`config.mk`:
```
export PLATFORM = sky130hd
export DESIGN_NAME = pipe_stage_reg
export DESIGN_NICKNAME = d
export VERILOG_FILES = /design/src/rtl/pipe_stage_reg.sv
export SDC_FILE = /design/constraint.sdc
export NUM_CORES = 1
export LEC_CHECK = 0
export CORE_UTILIZATION = 30
export CTS_CLUSTER_DIAMETER = 30
export DETAILED_ROUTE_END_ITERATION = 10
export GPL_TIMING_DRIVEN = 0
export HOLD_SLACK_MARGIN = 0.1
export SYNTH_ARGS = -nofsm -noshare
export SYNTH_HDL_FRONTEND = slang
export SYNTH_SLANG_ARGS = --single-unit
```
`constraint.sdc`:
```
create_clock -name clk -period 2.06 [get_ports clk]
set_input_delay 0.206 -clock clk [delete_from_list [all_inputs] [get_ports clk]]
set_output_delay 0.206 -clock clk [all_outputs]
set_load 0.02 [all_outputs]
```
`src/rtl/pipe_stage_reg.sv`:
```
// ============================================================================
// pipe_stage_reg : valid/ready pipeline stage register with hold, flush and
//                  optional 2-entry skid buffer; presents RST_VAL when empty.
// Revision       : 1.0
// ============================================================================
`default_nettype none

module pipe_stage_reg #(
  parameter int                DATA_W  = 32,
  parameter logic [DATA_W-1:0] RST_VAL = '0,
  parameter int                SKID    = 1
) (
  input  logic              clk,
  input  logic              rst,
  input  logic              in_valid_i,
  output logic              in_ready_o,
  input  logic [DATA_W-1:0] in_data_i,
  output logic              out_valid_o,
  input  logic              out_ready_i,
  output logic [DATA_W-1:0] out_data_o,
  input  logic              hold_flag_i,
  input  logic              flush_i,
  output logic [1:0]        count_o
);

  typedef enum logic [1:0] {
    ST_EMPTY = 2'd0,
    ST_ONE   = 2'd1,
    ST_FULL  = 2'd2
  } state_t;

  logic w_acc;
  logic w_pop;

  assign w_acc = in_valid_i & in_ready_o;
  assign w_pop = out_valid_o & out_ready_i & ~hold_flag_i;

  generate
    if (SKID != 0) begin : g_skid
      state_t            r_state;
      logic [DATA_W-1:0] r_m;
      logic [DATA_W-1:0] r_s;
      logic              r_rdy;

      // Ready is registered: it drops only once the skid entry is occupied.
      always_ff @(posedge clk) begin
        if (!rst || flush_i) begin
          r_state <= ST_EMPTY;
          r_m     <= RST_VAL;
          r_s     <= RST_VAL;
          r_rdy   <= 1'b1;
        end else if (!hold_flag_i) begin
          case (r_state)
            ST_EMPTY: begin
              if (w_acc) begin
                r_state <= ST_ONE;
                r_m     <= in_data_i;
              end
            end
            ST_ONE: begin
              if (w_acc && w_pop) begin
                r_m <= in_data_i;
              end else if (w_acc) begin
                r_state <= ST_FULL;
                r_s     <= in_data_i;
                r_rdy   <= 1'b0;
              end else if (w_pop) begin
                r_state <= ST_EMPTY;
                r_m     <= RST_VAL;
              end
            end
            ST_FULL: begin
              if (w_pop) begin
                r_state <= ST_ONE;
                r_m     <= r_s;
                r_s     <= RST_VAL;
                r_rdy   <= 1'b1;
              end
            end
            default: begin
              r_state <= ST_EMPTY;
              r_m     <= RST_VAL;
              r_s     <= RST_VAL;
              r_rdy   <= 1'b1;
            end
          endcase
        end
      end

      assign in_ready_o  = r_rdy & ~hold_flag_i;
      assign out_valid_o = (r_state != ST_EMPTY);
      assign out_data_o  = r_m;
      assign count_o     = (r_state == ST_FULL) ? 2'd2 :
                           (r_state == ST_ONE)  ? 2'd1 : 2'd0;
    end else begin : g_single
      logic              r_valid;
      logic [DATA_W-1:0] r_m;

      always_ff @(posedge clk) begin
        if (!rst || flush_i) begin
          r_valid <= 1'b0;
          r_m     <= RST_VAL;
        end else if (!hold_flag_i) begin
          if (w_acc) begin
            r_valid <= 1'b1;
            r_m     <= in_data_i;
          end else if (w_pop) begin
            r_valid <= 1'b0;
            r_m     <= RST_VAL;
          end
        end
      end

      // Combinational ready: a downstream pop frees the slot in the same cycle.
      assign in_ready_o  = (~r_valid | out_ready_i) & ~hold_flag_i;
      assign out_valid_o = r_valid;
      assign out_data_o  = r_m;
      assign count_o     = {1'b0, r_valid};
    end
  endgenerate

endmodule

`default_nettype wire
```
==> results of run 1 <==
==> metrics by stage <==
step	area (um2)	hold slack, ns	setup TNS, ns	power (W)	setup WS, ns
floorplan	3366	0.3579	0	0.001566	0.6343
global placement	4262	0.4377	-0.004793	0.001748	-0.004793
detailed placement	4262	0.4438	-0.08597	0.001753	-0.02330
CTS	4482	0.3087	0	0.002996	0.03241
global route	4477	0.3380	0	0.003096	0.04014
finish	4477	0.3064	0	0.002973	0.09185
==> layout make-up <==
type | instances | share of cell area (%)
Timing Repair Buffer | 72 | 15.85
Inverter | 2 | 0.1677
Buffer | 41 | 5.729
Multi-Input combinational cell | 296 | 39.38
Sequential cell | 67 | 29.99
Clock inverter | 7 | 2.208
Clock buffer | 9 | 2.767
Tap cell | 140 | 3.913
==> worst reg2reg max path: stages (launching register included) <==
cell	delay, ns
dfxtp_1	0.33
buf_6	0.12
buf_2	0.36
clkbuf_1	0.48
o22ai_1	0.21
a22oi_1	0.16
nor2_1	0.05
==> sequential cells by signal (all words and copies together), names as in the netlist <==
| signal | count |
|---|---|
| g_skid.r_s | 32 |
| out_data_o | 32 |
| g_skid.r_rdy | 1 |
| g_skid.r_state | 2 |
==> cell families (layout without fill, tap and decap cells) <==
kind of cell              after synthesis  in the layout
DFF                                    67             67
AOI/OAI and AO/OA                     107            107
xor gates and xnor gates                1              1
buffers and inverters                  44            131
and+or+nand+nor                       155            155
muxes                                  33             33
==> worst max-delay path by stage <==
stage,end,from,depth (start not counted)
2_1_floorplan,out_data_o[22],g_skid.r_state[0],6
3_3_place_gp,out_data_o[9],hold_flag_i,7
3_5_place_dp,g_skid.r_s[5],flush_i,5
4_1_cts,out_valid_o,g_skid.r_state[1],5
5_1_grt,in_ready_o,g_skid.r_rdy,3
6_report,in_ready_o,g_skid.r_rdy,3
==> cells in the final DEF (no fill, tap or decap), types with 2 or more instances in the layout <==
cell,n
nor2_1,35
and3_1,13
dfxtp_1,66
bufinv_16,2
o21ai_0,4
nand2_1,46
clkbuf_8,9
buf_4,8
buf_6,7
buf_2,10
inv_1,2
clkdlybuf4s50_1,69
a21oi_2,2
clkbuf_4,2
nor2b_1,2
clkbuf_1,13
nand3_1,51
a22oi_1,19
o22ai_1,19
clkbuf_2,2
mux2i_1,32
o21ai_1,10
inv_6,2
a21oi_1,47
==> power breakdown <==
group	internal, W	switching [W]
Sequential	0.00131	0.00000897
Combinational	0.000182	0.000219
Clock	0.000690	0.000563
Total	0.00218	0.000791
==> routing by layer <==
layer | wire length (um) | part of all wire, % | vias up
li1 | - | - | 1620
met1 | 4319 | 44 | 1518
met2 | 4579 | 47 | 119
met3 | 632 | 6.5 | 21
met4 | 230 | 2.4 | 0
met5 | 0 | 0 | -
==> results.ini, run 1 <==
[timing]
rsz0062_at_grt = false
period_needed_ns = 1.968
post-route-period-util_pct = 95.54
skew_ns = 0.009687
worst_slew_pin_slew_ns = 0.5951
setup_viol = 0
maxSlewHeadroom_pct = 60.33
clock.fmax_mhz = 508.1
drv_slew = 0
hold_violations = 0

[synth]
synth_top_family_by_area = simple AND/OR/NAND/NOR gates
syn_area_um2 = 3366
synth.area.top_cells = dfxtp_1 (40%), mux2i_1 (9.5%), nand3_1 (7.6%), a21oi_1 (7.0%), nand2_1 (5.1%)
yosysMostFrequentCell = dfxtp_1
synth_edf_count = 0
synth_commonest_cells = dfxtp_1 (67), nand3_1 (51), a21oi_1 (47)
synth_nets = 445
synthCells = 407
synth_area_per_cell_um2 = 8.270
synth_top_area_share_pct = 39.85
ys_warn_count = 0
synth_xor_xnor_area_share_pct = 0.2602
yosysTopAreaCell = dfxtp_1
synth_compound_area_share_pct = 20.30
synthSimpleGateAreaFrac_pct = 21.97
synth-seq-cells = 67
yosysSeqAreaShare_pct = 39.85
synth_adder_area_share_pct = 0
ys.flop_type = dfxtp_1
synth.distinct_cells = 35
synth-async-reset-ratio_pct = 0
synth_mux_area_share_pct = 9.851

[grt]
grt.total_usage_pct = 17.96
top_usage_layer = met2
grt_use_met3_pct = 3.814
grt_pass1_wl_mm = 15.91
grt_util_met1_pct = 23.89
grt_antenna_before_repair = 0
grt_remaining_overflow = 0
gr-usage-met2_pct = 28.57
grt_pass1_vias = 3086
grt_max_degree = 20

[detailed_routing]
route.detailed.wl_per_inst_um = 15.40
ant_nets = 0
num_vias = 3278
dr.pass1.iters = 5
viasPerCell = 5.170
drtIter0Drc = 230
wirelength_mm = 9.762
drc_errors = 0

[worst_hold_path]
hp-start = out_ready_i
whs_endpoint = g_skid.r_state[1]
min_path_cells = 4
hold_path.class = in -> reg

[cts]
clk_pin_slew_ns = 0.08
postCtsHoldBufs = 0
cts.sinks = 67
cts_root_buffer = clkbuf_8
ctsLongestPathBuffers = 2
post_cts_buffers = 0
worstSkewPairLatency_ns = 0.35
cts_resized = 6
cts_tree = done
cts_buffers = 9
cts_max_level = 3

[pwr]
ir_drop_mv = 0.2647
cellPowerDensity_nw_per_um2 = 664.1
p_leak_nw = 1.508

[critical_path]
critPathArrivalTime_ns = 1.76
path_cells = clkbuf_4, nor2b_1, clkdlybuf4s50_1
crit_buf_inv = 2
worst_r2r_path_depth = 6
required_ns = 1.85
reg2reg_slack_ns = 0.23
r2r_start = g_skid.r_state[0]
cp-end-kind = output pin
worstReg2RegEnd = out_data_o[9]
critPathMaxStageDelay_ns = 0.61
slowest_stage = clkdlybuf4s50_1
cp_top_family = buffers and inverters
critical_path_class = reg -> out
cp_max_fo = 10
start_kind = flop

[die]
core_um2 = 10890
die_area_um2 = 11650
die_h_um = 107.9
die_w_um = 107.9
rows = 38
start_util_pct = 30.91
ios = 74

[final_layout]
fin_cells = 634
multi_input_area_um2 = 1763
area_growth_pct = 33.01
ff_latch_area_um2 = 1343
diodes = 0
drive_gt1_share_pct = 11.54
nets = 527
final_core_util_pct = 41.12
n_fill_cell = 1122

[status]
status = complete, no violations

[placed_design]
gp_congestion = 0.7470
dp_cells = 619
port_buffers = 72
dp_hpwl_mm = 7.014

[flow_run]
cap_violations = 0

Power figures use the tool's default switching activity.
==> inputs of run 2 (changes only) <==
--- a/config.mk
+++ b/config.mk
@@ -10,6 +10,7 @@
 export DETAILED_ROUTE_END_ITERATION = 10
 export GPL_TIMING_DRIVEN = 0
 export HOLD_SLACK_MARGIN = 0.1
+export SLEW_MARGIN = 20
 export SYNTH_ARGS = -nofsm -noshare
 export SYNTH_HDL_FRONTEND = slang
 export SYNTH_SLANG_ARGS = --single-unit
==> results of run 2 <==
No change in the layout: final DEF, timing and power equal those of run 1.
